[config.mk]
export PLATFORM = sky130hd
export DESIGN_NAME = age_ordered_rs
export DESIGN_NICKNAME = d
export VERILOG_FILES = /design/src/rtl/age_ordered_rs.sv
export SDC_FILE = /design/constraint.sdc
export NUM_CORES = 2
export LEC_CHECK = 0
export CAP_MARGIN = 40
export CELL_PAD_IN_SITES_DETAIL_PLACEMENT = 0
export CELL_PAD_IN_SITES_GLOBAL_PLACEMENT = 2
export CORE_MARGIN = 1
export CORE_UTILIZATION = 28
export DETAILED_ROUTE_END_ITERATION = 6
export GPL_ROUTABILITY_DRIVEN = 1
export PLACE_DENSITY_LB_ADDON = 0.15
export SYNTH_ARGS = -nofsm -noshare
export SYNTH_HDL_FRONTEND = slang
export SYNTH_SLANG_ARGS = --single-unit
[constraint.sdc]
create_clock -name clk_in -period 54.5 [get_ports clk_in]
set_input_delay 10.9 -clock clk_in [delete_from_list [all_inputs] [get_ports clk_in]]
set_output_delay 10.9 -clock clk_in [all_outputs]
set_load 0.01 [all_outputs]
[src/rtl/age_ordered_rs.sv]
// Age-ordered ALU reservation station: buffers issued ops until both operands are ready,
// wakes them from the CDB ports and dispatches the oldest ready entry (RoB order) to one ALU.
module age_ordered_rs #(
    parameter int RS_BITS  = 3,
    parameter int ROB_BITS = 4,
    parameter int CDB_N    = 2,
    parameter int OP_W     = 6
) (
    input  logic                      clk_in,
    input  logic                      rst_in,
    input  logic                      rdy_in,
    input  logic                      flush,
    input  logic                      issue_valid,
    output logic                      issue_ready,
    input  logic [OP_W-1:0]           issue_op,
    input  logic [31:0]               issue_imm,
    input  logic [ROB_BITS-1:0]       issue_dest,
    input  logic                      issue_rdj,
    input  logic [31:0]               issue_vj,
    input  logic [ROB_BITS-1:0]       issue_qj,
    input  logic                      issue_rdk,
    input  logic [31:0]               issue_vk,
    input  logic [ROB_BITS-1:0]       issue_qk,
    input  logic [CDB_N-1:0]          cdb_valid,
    input  logic [CDB_N*ROB_BITS-1:0] cdb_id,
    input  logic [CDB_N*32-1:0]       cdb_value,
    input  logic [ROB_BITS-1:0]       rob_head,
    output logic                      alu_valid,
    input  logic                      alu_ready,
    output logic [OP_W-1:0]           alu_op,
    output logic [31:0]               alu_vj,
    output logic [31:0]               alu_vk,
    output logic [31:0]               alu_imm,
    output logic [ROB_BITS-1:0]       alu_dest,
    output logic [RS_BITS:0]          count
);

    localparam int DEPTH = 1 << RS_BITS;

    logic [DEPTH-1:0]    e_valid;
    logic [OP_W-1:0]     e_op   [DEPTH];
    logic [31:0]         e_imm  [DEPTH];
    logic [ROB_BITS-1:0] e_dest [DEPTH];
    logic [DEPTH-1:0]    e_rdj;
    logic [31:0]         e_vj   [DEPTH];
    logic [ROB_BITS-1:0] e_qj   [DEPTH];
    logic [DEPTH-1:0]    e_rdk;
    logic [31:0]         e_vk   [DEPTH];
    logic [ROB_BITS-1:0] e_qk   [DEPTH];

    logic [DEPTH-1:0]    wk_j;
    logic [DEPTH-1:0]    wk_k;
    logic [31:0]         wk_vj  [DEPTH];
    logic [31:0]         wk_vk  [DEPTH];

    logic                fwd_j_hit, fwd_k_hit;
    logic [31:0]         fwd_vj, fwd_vk;
    logic                new_rdj, new_rdk;
    logic [31:0]         new_vj, new_vk;

    logic [RS_BITS-1:0]  alloc_idx;
    logic [RS_BITS-1:0]  sel_idx;
    logic                sel_found;
    logic [ROB_BITS-1:0] sel_age;
    logic [ROB_BITS-1:0] cand_age;
    logic                do_alloc, do_disp;

    // count can only reach DEPTH, so its top bit alone means "full".
    assign issue_ready = rdy_in && !count[RS_BITS];
    assign do_alloc    = issue_valid && issue_ready;
    assign alu_valid   = rdy_in && sel_found;
    assign do_disp     = alu_valid && alu_ready;

    // NOTE: every always_comb output gets a default before any branch, so no latch is inferred.
    always_comb begin
        fwd_j_hit = 1'b0;
        fwd_k_hit = 1'b0;
        fwd_vj    = issue_vj;
        fwd_vk    = issue_vk;
        // Scan high to low so the lowest matching port is the one that sticks.
        for (int p = CDB_N - 1; p >= 0; p--) begin
            if (cdb_valid[p] && cdb_id[p*ROB_BITS +: ROB_BITS] == issue_qj) begin
                fwd_j_hit = 1'b1;
                fwd_vj    = cdb_value[p*32 +: 32];
            end
            if (cdb_valid[p] && cdb_id[p*ROB_BITS +: ROB_BITS] == issue_qk) begin
                fwd_k_hit = 1'b1;
                fwd_vk    = cdb_value[p*32 +: 32];
            end
        end
        new_rdj = issue_rdj || fwd_j_hit;
        new_rdk = issue_rdk || fwd_k_hit;
        new_vj  = issue_rdj ? issue_vj : fwd_vj;
        new_vk  = issue_rdk ? issue_vk : fwd_vk;
    end

    always_comb begin
        wk_j = '0;
        wk_k = '0;
        for (int i = 0; i < DEPTH; i++) begin
            wk_vj[i] = e_vj[i];
            wk_vk[i] = e_vk[i];
            for (int p = CDB_N - 1; p >= 0; p--) begin
                if (e_valid[i] && !e_rdj[i] && cdb_valid[p] &&
                    cdb_id[p*ROB_BITS +: ROB_BITS] == e_qj[i]) begin
                    wk_j[i]  = 1'b1;
                    wk_vj[i] = cdb_value[p*32 +: 32];
                end
                if (e_valid[i] && !e_rdk[i] && cdb_valid[p] &&
                    cdb_id[p*ROB_BITS +: ROB_BITS] == e_qk[i]) begin
                    wk_k[i]  = 1'b1;
                    wk_vk[i] = cdb_value[p*32 +: 32];
                end
            end
        end
    end

    // Allocation only looks at registered valid bits, so a slot freed this cycle is reused next cycle.
    always_comb begin
        alloc_idx = '0;
        for (int i = DEPTH - 1; i >= 0; i--) begin
            if (!e_valid[i]) alloc_idx = RS_BITS'(i);
        end
    end

    always_comb begin
        sel_found = 1'b0;
        sel_idx   = '0;
        sel_age   = '1;
        cand_age  = '0;
        for (int i = 0; i < DEPTH; i++) begin
            cand_age = e_dest[i] - rob_head;
            if (e_valid[i] && e_rdj[i] && e_rdk[i] && (!sel_found || cand_age < sel_age)) begin
                sel_found = 1'b1;
                sel_idx   = RS_BITS'(i);
                sel_age   = cand_age;
            end
        end
    end

    assign alu_op   = e_op[sel_idx];
    assign alu_vj   = e_vj[sel_idx];
    assign alu_vk   = e_vk[sel_idx];
    assign alu_imm  = e_imm[sel_idx];
    assign alu_dest = e_dest[sel_idx];

    // NOTE: sequential state uses non-blocking assignments so every register samples pre-edge values.
    always_ff @(posedge clk_in) begin
        if (rst_in || flush) begin
            e_valid <= '0;
            count   <= '0;
        end else if (rdy_in) begin
            if (do_disp)  e_valid[sel_idx]   <= 1'b0;
            if (do_alloc) e_valid[alloc_idx] <= 1'b1;
            case ({do_alloc, do_disp})
                2'b10:   count <= count + {{RS_BITS{1'b0}}, 1'b1};
                2'b01:   count <= count - {{RS_BITS{1'b0}}, 1'b1};
                default: count <= count;
            endcase
        end
    end

    // NOTE: the payload array has no reset; an entry's contents are meaningless until its valid bit is set.
    always_ff @(posedge clk_in) begin
        if (rdy_in && !flush && !rst_in) begin
            for (int i = 0; i < DEPTH; i++) begin
                if (wk_j[i]) begin
                    e_rdj[i] <= 1'b1;
                    e_vj[i]  <= wk_vj[i];
                end
                if (wk_k[i]) begin
                    e_rdk[i] <= 1'b1;
                    e_vk[i]  <= wk_vk[i];
                end
            end
            // Placed after wakeup so a fresh allocation overrides stale state in the reused slot.
            if (do_alloc) begin
                e_op[alloc_idx]   <= issue_op;
                e_imm[alloc_idx]  <= issue_imm;
                e_dest[alloc_idx] <= issue_dest;
                e_rdj[alloc_idx]  <= new_rdj;
                e_vj[alloc_idx]   <= new_vj;
                e_qj[alloc_idx]   <= issue_qj;
                e_rdk[alloc_idx]  <= new_rdk;
                e_vk[alloc_idx]   <= new_vk;
                e_qk[alloc_idx]   <= issue_qk;
            end
        end
    end

endmodule
==> flow_summary.ini <==
[run_status]
status = complete, no violations

[cts]
htreeDepth = 3
insertion_delay_ns = 0.77
clk_pin_slew_ns = 0.06
cts.path.max_buffers = 3
cts.sinks = 940
post_cts_buffers = 0
numCtsBuffers = 115
ctsResizeCount = 0
cts_hold_buffers = 0
root_buffer = clkbuf_16
cts_tree = built

[timing]
finalCriticalPeriod_ns = 37.79
max_freq_ghz = 0.02646
finClkSkew_ns = 0.06141
slew_headroom = 0.2679
slew_viol_final = 0
rsz0062_at_grt = no
hold_violations = 0
finalSetupViolations = 0
fin_crit_sh = 0.6934
fin_setup_tns_ns = 0
worst_pin_slew_ns = 1.098

[final_layout]
areaGrowthSynthToFinish_pct = 19.50
drive_gt1_frac = 0.08193
nets = 4786
fin_util = 0.3373
fin_area_um2 = 61100
multi_input_area_um2 = 21310
nFillCells = 17896
ff_latch_area_um2 = 28110

[global_route]
grt_max_degree = 152
gr-total-overflow = 0
track_usage = 0.2138
grt_first_pass_wirelength_um = 285100
antenna_found_initial = 5
grt_pass1_vias = 36831

[yosys]
async_flop_share = 0
synth_flop_cell = edfxtp_1
synth-edff-count = 928
yosysUniqueCellTypes = 67
synthTopCellsByArea = edfxtp_1 55%, mux2i_1 16%, o21ai_0 4.1%
ys_warn_count = 0
synth_common_cells = 928 x edfxtp_1, 830 x mux2i_1, 429 x nand2_1
yosysSeqAreaShare = 0.5497
yosysTopAreaCellShare = 0.5450
synth_most_common_cell = edfxtp_1
synth_area_leader_cell = edfxtp_1
synth_area_um2 = 51130
synth_nets = 4621
syn_avg_cell_area_um2 = 11.71
ys_ff_latch = 940
syn-instance-count = 4368

[floorplanning]
core_area_um2 = 181100
die_w_um = 429.3
rows = 156
die_h_um = 429.3
initial_core_util = 0.2823
io_pins = 312
dieArea_um2 = 184300

[worst_hold_path]
hp-class = reg2reg

[drt]
first_pass_iters = 6
vias_per_cell = 5.217
post_drt_wl_per_cell_um = 28.75
drt_iter0_markers = 2479
drcViolationCount = 0
routed_wl_um = 201200
ant_nets = 0
vias = 36501

[setup_path]
regToRegEndpoint = e_valid[4]
critPathCaptureType = output port
cp-startpoint = rob_head[0]
crit_path_end = alu_vk[0]
path_max_fanout = 74
cp.depth = 61
worstSetupPathType = in2out
cpMostUsedCell = ha_1
critPathBufInv = 5
arrival_ns = 26.89
cpMaxStageDelayCell = buf_4
required_ns = 43.60
path_delay_family = compound AO/OA/AOI/OAI gates
reg2reg_depth = 59
max_stage_delay_ns = 0.78
critPathLaunchType = input port
r2r_slack_ns = 39.64
r2r_start = e_dest[0][1]

[placed_design]
portBuffers = 311
dp_hpwl_um = 118600
place_congestion = 0.7871
place_area_um2 = 57540

[run]
max-cap-violations = 0

[pwr]
power_density_nw_per_um2 = 27.06
ir_drop_uv = 25.70
power.leakage_uw = 0.02465
## cells in the final DEF, fill, tap and decap left out, drive strengths merged, types with 108 or more instances in the layout
cell           instances
o211ai               108
buf                  175
clkdlybuf4s50        309
xor2                 116
edfxtp               928
nor2                 173
a22oi                111
o21ai                416
a21oi                169
o22a                 234
mux2i                830
clkbuf               147
nand2                429
## through the flow
step	std cells	hold slack, ns	setup slack (ns)	power [uW]
after floorplan	4368	0.4698	20.52	872.4
after CTS	6996	0.5452	16.70	1672
after detailed placement	6786	0.5303	16.79	930.6
after global placement	6743	0.5338	16.60	928.5
final	6997	0.5402	16.71	1653
after global routing	6996	0.5703	15.34	1704
## power breakdown
group,switching [uW],internal (uW),leakage [uW],total [uW]
Sequential,0.904,797,0.00845,798
Combinational,72.1,44.8,0.0145,117
Clock,327,412,0.00172,739
## registers in the layout, indices dropped and copies added (netlist names)
| signal | count |
|---|---|
| e_qj | 32 |
| e_rdj | 8 |
| e_vj | 256 |
| e_qk | 32 |
| e_imm | 256 |
| count | 4 |
| e_dest | 32 |
| e_valid | 8 |
| e_rdk | 8 |
| e_op | 48 |
| e_vk | 256 |
## worst register-to-register path, delay by kind of cell (launching register included)
family | cells | cell delay (ns)
fa+ha+maj | 8 | 2.40
flops | 1 | 0.46
compound gates | 32 | 7.10
buf+inv | 4 | 1.36
mux | 2 | 0.79
xor+xnor | 1 | 0.14
simple gates | 12 | 2.51
## metal layers
metal  vias up  global-route usage  share of wire
li1      16807                   -              -
met1     18635              0.2723           0.43
met2       834              0.3822           0.51
met3       217             0.02221          0.035
met4         8             0.05664          0.025
met5         -                   0        0.00025
## cell type report
| type | instances | area share |
|---|---|---|
| flip-flops and latches | 940 | 0.4600 |
| multi-input cells | 2948 | 0.3488 |
| repair buffers | 485 | 0.08161 |
| clock buffers | 147 | 0.04972 |
| well taps | 2370 | 0.04853 |
| clock inverters | 63 | 0.008417 |
| inverters | 43 | 0.002806 |
| diodes | 1 | 0.00004096 |
## how the worst min path moves through the flow
| stage | slack (ns) | end | depth (start not counted) | startpoint |
|---|---|---|---|---|
| final | 0.54 | e_valid[6] | 2 | e_valid[6] |
| after global routing | 0.57 | count[1] | 2 | count[1] |
| after CTS | 0.55 | e_valid[6] | 2 | e_valid[6] |
| after detailed placement | 0.53 | e_valid[6] | 2 | e_valid[6] |
| after global placement | 0.53 | count[1] | 2 | count[1] |
| after floorplan | 0.47 | e_valid[6] | 2 | e_valid[6] |
## cells by family after synthesis
kind of cell,share of synthesized area
flops,0.5497
fa+ha+maj,0.01449
xor+xnor,0.02946
mux,0.1629
simple gates,0.06174
compound gates,0.1449
buf+inv,0.03673
No activity file was read; power rests on OpenSTA's default activity.
